==> src/rtl/zkbd_if.sv <==
// Keyboard stream / port #FE bundle between the AVR SPI slave side, the Z80 read path and zkbd_matrix.
interface zkbd_if;
    logic [7:0] kbd_out;
    logic [2:0] kbd_out_sel;
    logic       kbd_stb;
    logic [7:0] kbd_a;
    logic [4:0] kbd_keys;
    logic       kbd_upd;
    logic       kbd_stale;

    modport master (
        output kbd_out, kbd_out_sel, kbd_stb, kbd_a,
        input  kbd_keys, kbd_upd, kbd_stale
    );

    modport slave (
        input  kbd_out, kbd_out_sel, kbd_stb, kbd_a,
        output kbd_keys, kbd_upd, kbd_stale
    );
endinterface

==> src/rtl/zkbd_matrix.sv <==
// ZX keyboard matrix: assembles byte frames from the AVR into a shadow matrix and commits them atomically.
// Also serves port #FE half-row reads and releases all keys when frames stop arriving.
module zkbd_matrix #(
    parameter int NBYTES  = 5,
    parameter int TIMEOUT = 14_000_000
) (
    input logic   fclk,
    input logic   rst,
    zkbd_if.slave kbd
);
    localparam int                MW       = 8 * NBYTES;
    localparam int                WD_W     = $clog2(TIMEOUT + 1);
    localparam logic [WD_W-1:0]   WD_MAX   = WD_W'(TIMEOUT);
    localparam logic [WD_W-1:0]   WD_PRE   = WD_W'(TIMEOUT - 1);
    localparam logic [2:0]        LAST_SEL = 3'(NBYTES - 1);

    logic [MW-1:0]   shadow;
    logic [MW-1:0]   active;
    logic [MW-1:0]   shadow_wr;
    logic [2:0]      expected;
    logic            frame_ok;
    logic [WD_W-1:0] wd;
    logic [4:0]      keys_q;
    logic [4:0]      keys_nxt;
    logic            upd_q;
    logic            stale_q;

    logic valid_sel;
    logic start;
    logic accept;
    logic commit;

    assign valid_sel = kbd.kbd_stb && (kbd.kbd_out_sel <= LAST_SEL);
    assign start     = valid_sel && (kbd.kbd_out_sel == 3'd0);
    assign accept    = valid_sel && frame_ok && (kbd.kbd_out_sel == expected) && !start;
    assign commit    = accept && (kbd.kbd_out_sel == LAST_SEL);

    // Shadow with the strobed byte merged in; committing this lets the last byte land without an extra cycle.
    always_comb begin
        // NOTE: assign a default before any conditional update so no latch is inferred.
        shadow_wr = shadow;
        for (int b = 0; b < NBYTES; b++) begin
            if (kbd.kbd_out_sel == 3'(b)) shadow_wr[8*b +: 8] = kbd.kbd_out;
        end
    end

    // A half-row joins the AND when its address line is low.
    always_comb begin
        keys_nxt = 5'h1F;
        for (int r = 0; r < 8; r++) begin
            if (!kbd.kbd_a[r]) keys_nxt = keys_nxt & active[5*r +: 5];
        end
    end

    always_ff @(posedge fclk) begin
        // NOTE: sequential state uses non-blocking assignments so every register sees pre-edge values.
        if (rst) begin
            shadow   <= '1;
            active   <= '1;
            keys_q   <= 5'h1F;
            upd_q    <= 1'b0;
            stale_q  <= 1'b1;
            expected <= 3'd0;
            frame_ok <= 1'b0;
            wd       <= '0;
        end else begin
            upd_q  <= commit;
            keys_q <= keys_nxt;

            if (start || accept) shadow <= shadow_wr;

            if (start) begin
                frame_ok <= 1'b1;
                expected <= 3'd1;
            end else if (commit) begin
                frame_ok <= 1'b0;
                expected <= 3'd0;
            end else if (accept) begin
                expected <= expected + 3'd1;
            end else if (valid_sel) begin
                frame_ok <= 1'b0;
            end

            // Commit outranks watchdog expiry landing on the same edge.
            if (commit) begin
                active  <= shadow_wr;
                stale_q <= 1'b0;
                wd      <= '0;
            end else if (wd >= WD_PRE) begin
                active  <= '1;
                stale_q <= 1'b1;
                wd      <= WD_MAX;
            end else begin
                wd <= wd + 1'b1;
            end
        end
    end

    assign kbd.kbd_keys  = keys_q;
    assign kbd.kbd_upd   = upd_q;
    assign kbd.kbd_stale = stale_q;
endmodule
==> src/flat_wrapper.sv <==
// flat-port wrapper written by rule: the top's interface ports become plain ports
module zkbd_matrix_flat 
#(
    parameter int NBYTES  = 5,
    parameter int TIMEOUT = 14_000_000
)
  (fclk, rst, kbd_kbd_out, kbd_kbd_out_sel, kbd_kbd_stb, kbd_kbd_a, kbd_kbd_keys, kbd_kbd_upd, kbd_kbd_stale);
  zkbd_if kbd_i ();
  input logic fclk;
  input logic rst;
  input wire logic [$bits(kbd_i.kbd_out)-1:0] kbd_kbd_out;
  input wire logic [$bits(kbd_i.kbd_out_sel)-1:0] kbd_kbd_out_sel;
  input wire logic [$bits(kbd_i.kbd_stb)-1:0] kbd_kbd_stb;
  input wire logic [$bits(kbd_i.kbd_a)-1:0] kbd_kbd_a;
  output wire logic [$bits(kbd_i.kbd_keys)-1:0] kbd_kbd_keys;
  output wire logic [$bits(kbd_i.kbd_upd)-1:0] kbd_kbd_upd;
  output wire logic [$bits(kbd_i.kbd_stale)-1:0] kbd_kbd_stale;
  assign kbd_i.kbd_out = kbd_kbd_out;
  assign kbd_i.kbd_out_sel = kbd_kbd_out_sel;
  assign kbd_i.kbd_stb = kbd_kbd_stb;
  assign kbd_i.kbd_a = kbd_kbd_a;
  assign kbd_kbd_keys = kbd_i.kbd_keys;
  assign kbd_kbd_upd = kbd_i.kbd_upd;
  assign kbd_kbd_stale = kbd_i.kbd_stale;
  zkbd_matrix #(.NBYTES(NBYTES), .TIMEOUT(TIMEOUT)) u_core (.fclk(fclk), .rst(rst), .kbd(kbd_i));
endmodule
==> config.mk <==
export PLATFORM = sky130hd
export DESIGN_NAME = zkbd_matrix_flat
export DESIGN_NICKNAME = d
export VERILOG_FILES = /design/src/rtl/zkbd_if.sv /design/src/rtl/zkbd_matrix.sv /design/src/flat_wrapper.sv
export SDC_FILE = /design/constraint.sdc
export NUM_CORES = 1
export LEC_CHECK = 0
export CAP_MARGIN = 20
export CORE_MARGIN = 1
export CORE_UTILIZATION = 30
export CTS_CLUSTER_SIZE = 28
export DETAILED_ROUTE_END_ITERATION = 16
export DONT_BUFFER_PORTS = 1
export GPL_ROUTABILITY_DRIVEN = 1
export SLEW_MARGIN = 5
export SYNTH_ARGS = -nofsm -noshare
export SYNTH_HDL_FRONTEND = slang
export SYNTH_SLANG_ARGS = --single-unit
export TNS_END_PERCENT = 1
==> constraint.sdc <==
create_clock -name fclk -period 2 [get_ports fclk]
set_input_delay 0.3 -clock fclk [delete_from_list [all_inputs] [get_ports fclk]]
set_output_delay 0.3 -clock fclk [all_outputs]
set_load 0.02 [all_outputs]
==> results of run 1 <==
-- worst min-delay path by stage --
stage	from	end	slack, ns	cells past startpoint
after detailed placement	rst	u_core.frame_ok	0.39	1
after floorplan	u_core.shadow[16]	u_core.shadow[16]	0.44	2
after CTS	rst	u_core.frame_ok	0.02	1
after global routing	rst	u_core.frame_ok	0.02	1
after global placement	rst	u_core.frame_ok	0.39	1
final	rst	u_core.frame_ok	0.03	1
-- per-stage QoR --
step / area [µm²] / power [W]
after floorplan: 4510 / 0.00230
after global placement: 4680 / 0.00229
after detailed placement: 4680 / 0.00229
after CTS: 4990 / 0.00411
after global routing: 5000 / 0.00422
final: 5000 / 0.00408
-- cell usage after synthesis, types with 2 or more instances --
master / n
dfxtp_1: 107
clkbuf_1: 27
buf_2: 6
a32oi_1: 16
buf_6: 4
mux2i_1: 49
a21oi_1: 38
xor2_1: 16
nand2_1: 45
clkbuf_2: 2
and4_1: 2
xnor2_1: 7
nor3b_1: 2
o41ai_1: 5
nor3_1: 42
o21ai_0: 3
inv_1: 2
and3_1: 3
ha_1: 2
a21oi_4: 2
nor2_1: 51
nand4_1: 6
o22ai_1: 20
nand3_1: 13
-- registers in the layout, summed over array words and instances, names as in the netlist --
register,cells
u_core.kbd.kbd_keys,5
u_core.shadow,32
u_core.kbd.kbd_upd,1
u_core.kbd.kbd_stale,1
u_core.active,40
u_core.wd,24
u_core.expected,3
u_core.frame_ok,1
-- cell families after synthesis --
logic type | count (synthesis) | share of synthesized area, %
AND/OR/NAND/NOR | 174 | 18.4
flip-flops | 107 | 47.5
AO/OA/AOI/OAI | 91 | 13.5
multiplexers | 49 | 10.9
buffers and inverters | 44 | 4.64
XOR/XNOR | 23 | 4.47
adder cells (fa/ha/maj) | 2 | 0.555
-- final cells by class --
class | instances | area [µm²] | area share (%)
clock buffers | 10 | 239 | 4.78
clock inverters | 5 | 67.6 | 1.35
inverters | 3 | 11.3 | 0.225
multi-input cells | 339 | 2170 | 43.3
flip-flops and latches | 107 | 2140 | 42.8
well taps | 184 | 230 | 4.60
repair buffers | 17 | 144 | 2.88
-- power breakdown --
part	switching (W)	total (W)	internal (W)
clock network	0.000815	0.00183	0.00102
logic	0.0000548	0.0000948	0.0000400
registers	0.00000783	0.00215	0.00214
total	0.000877	0.00408	0.00320
-- metal layers --
metal	track usage, %	vias to the layer above	share of wire (%)
met5	0	-	0
met4	4.54	0	1.4
met3	4.77	10	6.1
met2	23.1	88	47
met1	18.1	1674	45
li1	-	1730	-
-- repair_timing --
| action | 4_1_cts | 5_1_grt |
|---|---|---|
| gates resized for setup | 0 | 2 |
| buffers inserted | 0 | 1 |
| setup endpoints to repair | 0 | 50 |
==> results.tsv, run 1 <==
metric	value	unit
syn_area_per_cell	9.20	µm²
RSZ-0062 raised after global routing	true	
vias in the first global route	3363	
Inserted Diodes	0	
core region area	14600	µm²
R2R Setup Slk	0.11	ns
Syn. warnings	0	
initial antenna violation count	0	
CP delay by family, top	simple AND/OR/NAND/NOR gates	
via/cell ratio	5.27	
Clock Path Buffers	2	
Crit. Startpoint	u_core.wd[17]	
CP Launch Type	register	
total of max-cap violations	0	
Max Fclk	529	MHz
io pins	29	
R2R depth	5	
reg2reg end	u_core.wd[13]	
Initial Util	30.9	%
number of flops mapped to enable cells by yosys	0	
clock root buffer	clkbuf_16	
share of cells above drive strength 1	9.56	%
drt first pass iters	4	
HPWL after DPL	7270	µm
PnR worst setup slack	0.111	ns
slowest CP cell	nor4b_4	
total CTS buffers	9	
GRT Overall Usage	14.4	%
CP arrival	2.11	ns
Period Utilization, post-route	94.4	%
DR vias	3502	
HP Class	primary input to register	
die height	125	µm
Worst VDD drop	0.000620	V
status	finished, final reports clean	
Seq cells post-synth	107	
share of the synthesized area in the top cell type	47.5	%
most frequent cells in the layout	dfxtp_1, nor2_1, mux2i_1, nand2_1, nor3_1	
worst hold slack	0.0349	ns
Pwr per Cell Area	815	nW/µm²
top post-synthesis cells by area	dfxtp_1, mux2i_1, nor3_1, nor2_1, a21oi_1	
Synth cell types	44	
CP Capture Type	register	
Routed Antenna Nets	0	
r2r startpoint	u_core.wd[17]	
GP Congestion	0.841	
largest net degree at the start of global routing	68	
Final Slew Violations	0	
hold_buf cts	0	
DRC viols	0	
leading area contributor after synthesis	dfxtp_1	
most common cell after layout, fill and taps aside	dfxtp_1	
htree depth	3	
Setup TNS	0	ns
GRT overflow	0	
worst path bufs/invs	0	
Routed wire per std cell	16.8	µm
Setup Viol. Count Final	0	
CP Capture Point	u_core.wd[13]	
later-pin clock latency in the skew report	0.35	ns
register area share after synthesis	47.5	%
Hold Fails Final Rpt	0	
first-pass GRT wire length	17600	µm
CTS Sinks	107	
top_reg_cell synth	dfxtp_1	
Area Growth Syn to Fin	11.0	%
Critical Path Max Stage Delay	0.44	ns
max_slew headroom	61.1	%
cell count after synthesis	490	
Final min period	1.89	ns
Clock Skew	0.00971	ns
CP Depth	5	
Req. time, crit path	2.22	ns
leakage power total	1.72	nW
worst-margin pin slew	0.576	ns
Die Area	15500	µm²
CTS tree	yes	
utilization after layout	34.3	%
row count	44	
Placement Setup Slack	0.0364	ns
number of I/O port buffers	0	
Iter 0 DRT Violations	321	
post-synthesis async set-or-reset flop share	0	%
Non-Filler Instances	665	
# nets final	501	
netlist area before placement	4510	µm²
CTS clk-pin slew, worst paths	0.07	ns
syn_nets	514	
CP Class	register to register	
Total Wirelength	11200	µm
maximum fanout along the worst path	12	
Layout fillers	1452	
placed cell count	649	
die width	125	µm
CP Cell Sequence	nor4b_2 -> nand4_2 -> nor4b_4 -> or2_2 -> nor3_1	
Note: power is estimated with default switching activity, not from simulation.
==> run 2: changes to the inputs <==
--- a/config.mk
+++ b/config.mk
@@ -5,6 +5,7 @@
 export SDC_FILE = /design/constraint.sdc
 export NUM_CORES = 1
 export LEC_CHECK = 0
+export ABC_AREA = 1
 export CAP_MARGIN = 20
 export CORE_MARGIN = 1
 export CORE_UTILIZATION = 30
==> run 2 against run 1 <==
  * Sequential power is 5% higher
  * Via count is 36% higher
  * Setup slack better by 0.097 ns
  * Non-clock buffer count is 1 lower
==> results.tsv, run 2 <==
metric	value	unit
HPWL after DPL	9930	µm
htree depth	3	
CTS clk-pin slew, worst paths	0.08	ns
Post-CTS Repair Setup Buffers	0	
switching portion of total power	23.4	%
number of flops mapped to enable cells by yosys	0	
CP Capture Type	register	
Clock Skew	0.0142	ns
Syn. warnings	0	
CTS tree	yes	
Routed Antenna Nets	0	
first-pass GRT wire length	22400	µm
post-CTS resize count	0	
top_reg_cell synth	dfxtp_1	
Setup Viol. Count Final	0	
Post-synth top cells	nand2_1, dfxtp_1, inv_1	
biggest regs	u_core.active (40), u_core.shadow (36), u_core.wd (24)	
Total Wirelength	13600	µm
number of I/O port buffers	0	
Pwr per Cell Area	721	nW/µm²
switching power	0.00101	W
max reg flops	40	
share of cells above drive strength 1	7.46	%
Final Slew Violations	0	
Max Fclk	558	MHz
footprint of the multi-input gates	2600	µm²
status	finished, final reports clean	
maximum fanout along the worst path	26	
placed cell count	1013	
cell count after synthesis	805	
row count	48	
initial antenna violation count	0	
Power Total	0.00430	W
GRT Overall Usage	15.4	%
vias in the first global route	4218	
clock root buffer	clkbuf_16	
CP arrival	2.09	ns
Initial Util	31.1	%
Seq cells post-synth	111	
GP Congestion	0.864	
internal power	0.00329	W
Non-Filler Instances	1029	
most common cell after layout, fill and taps aside	nand2_1	
largest net degree at the start of global routing	59	
Worst VDD drop	0.000341	V
max_slew headroom	63.6	%
Clock Path Buffers	2	
Period Utilization, post-route	89.6	%
Setup TNS	0	ns
Final min period	1.79	ns
die height	137	µm
Iter 0 DRT Violations	377	
RSZ-0062 raised after global routing	false	
Sequential Area	2220	µm²
Req. time, crit path	2.30	ns
io pins	29	
Layout fillers	1857	
Flop pwr share	52.4	%
worst-margin pin slew	0.544	ns
Inserted Diodes	0	
GRT overflow	0	
CTS Sinks	111	
syn_nets	829	
DRC viols	0	
leading area contributor after synthesis	dfxtp_1	
core region area	17500	µm²
utilization after layout	34.1	%
most frequent cells in the layout	nand2_1, dfxtp_1, inv_1, o21ai_0, nor2_1	
syn_area_per_cell	6.75	µm²
drt first pass iters	5	
total of max-cap violations	0	
leakage power total	2.65	nW
later-pin clock latency in the skew report	0.35	ns
share of the synthesized area in the top cell type	40.9	%
Die Area	18600	µm²
HP Class	primary input to register	
fin area	5960	µm²
CP Class	register to register	
die width	137	µm
largest reg by FF count	u_core.active	
Area Growth Syn to Fin	9.82	%
DR vias	4747	
clock share of power	42.7	%
Routed wire per std cell	13.3	µm
post-synthesis async set-or-reset flop share	0	%
total CTS buffers	9	
# nets final	823	
Cell Area, Placed	5670	µm²
Hold Fails Final Rpt	0	
hold_buf cts	0	
count leader, synth	nand2_1	
via/cell ratio	4.61	
CP Launch Type	register	
Logic pwr share	5.0	%
top post-synthesis cells by area	dfxtp_1, nand2_1, inv_1, o21ai_0, nand3_1	
netlist area before placement	5430	µm²
register area share after synthesis	40.9	%
Synth cell types	29	
==> run 2: logic make-up (layout without fill, tap and decap cells) <==
family	count (synthesis)	in the layout	synth area share (%)
fa+ha+maj	2	2	0.461
flops	111	111	40.9
simple gates	391	391	31.7
xor+xnor	12	12	1.94
compound gates	142	142	13.9
buf+inv	147	146	11.2
==> run 2: final cells by class <==
class,instances,share of cell area [%]
Inverter,114,7.18
Sequential cell,111,37.3
Clock inverter,5,1.07
Timing Repair Buffer,16,2.22
Clock buffer,11,3.90
Multi-Input combinational cell,547,43.6
Tap cell,225,4.72
==> run 2: path summary, 6_finish.rpt <==
kind / startpoint / endpoint / slack, ns / cells after the start
max reg2reg: u_core.wd[0] / u_core.active[35] / 0.21 / 11
min: rst / u_core.frame_ok / 0.02 / 1
min reg2reg: u_core.active[27] / u_core.active[27] / 0.46 / 2
max: u_core.wd[0] / u_core.active[35] / 0.21 / 11
==> run 2: worst max-delay path, cell delays in order (launching register included) <==
cell     delay, ns
dfxtp_1       0.39
ha_1          0.20
nand2_1       0.10
nor2_4        0.17
inv_2         0.06
o21ai_2       0.17
nand2_4       0.08
nand2_2       0.07
inv_2         0.05
nand2_4       0.24
nand2_1       0.13
nand2_1       0.07
==> run 2: routing by layer <==
metal | up-vias | track usage (%) | wire length, µm
met5 | - | 0 | 0
met4 | 0 | 4.51 | 142
met3 | 10 | 3.33 | 695
met2 | 72 | 21.9 | 5610
met1 | 2092 | 22.8 | 7190
li1 | 2573 | - | -
==> run 2: through the flow <==
step	hold slack, ns	worst slack [ns]
after floorplan	0.426	0.379
after global placement	0.382	0.225
after detailed placement	0.385	0.205
after CTS	0.0137	0.196
after global routing	0.00916	0.0231
final	0.0237	0.208
==> run 2: power groups by stage <==
| stage | Clock [W] | Combinational [W] | Sequential (W) |
|---|---|---|---|
| after CTS | 0.00188 | 0.000214 | 0.00225 |
| after global placement | 0 | 0.000212 | 0.00230 |
| final | 0.00183 | 0.000214 | 0.00225 |
| after detailed placement | 0 | 0.000214 | 0.00230 |
| after global routing | 0.00198 | 0.000248 | 0.00225 |
| after floorplan | 0 | 0.000173 | 0.00230 |
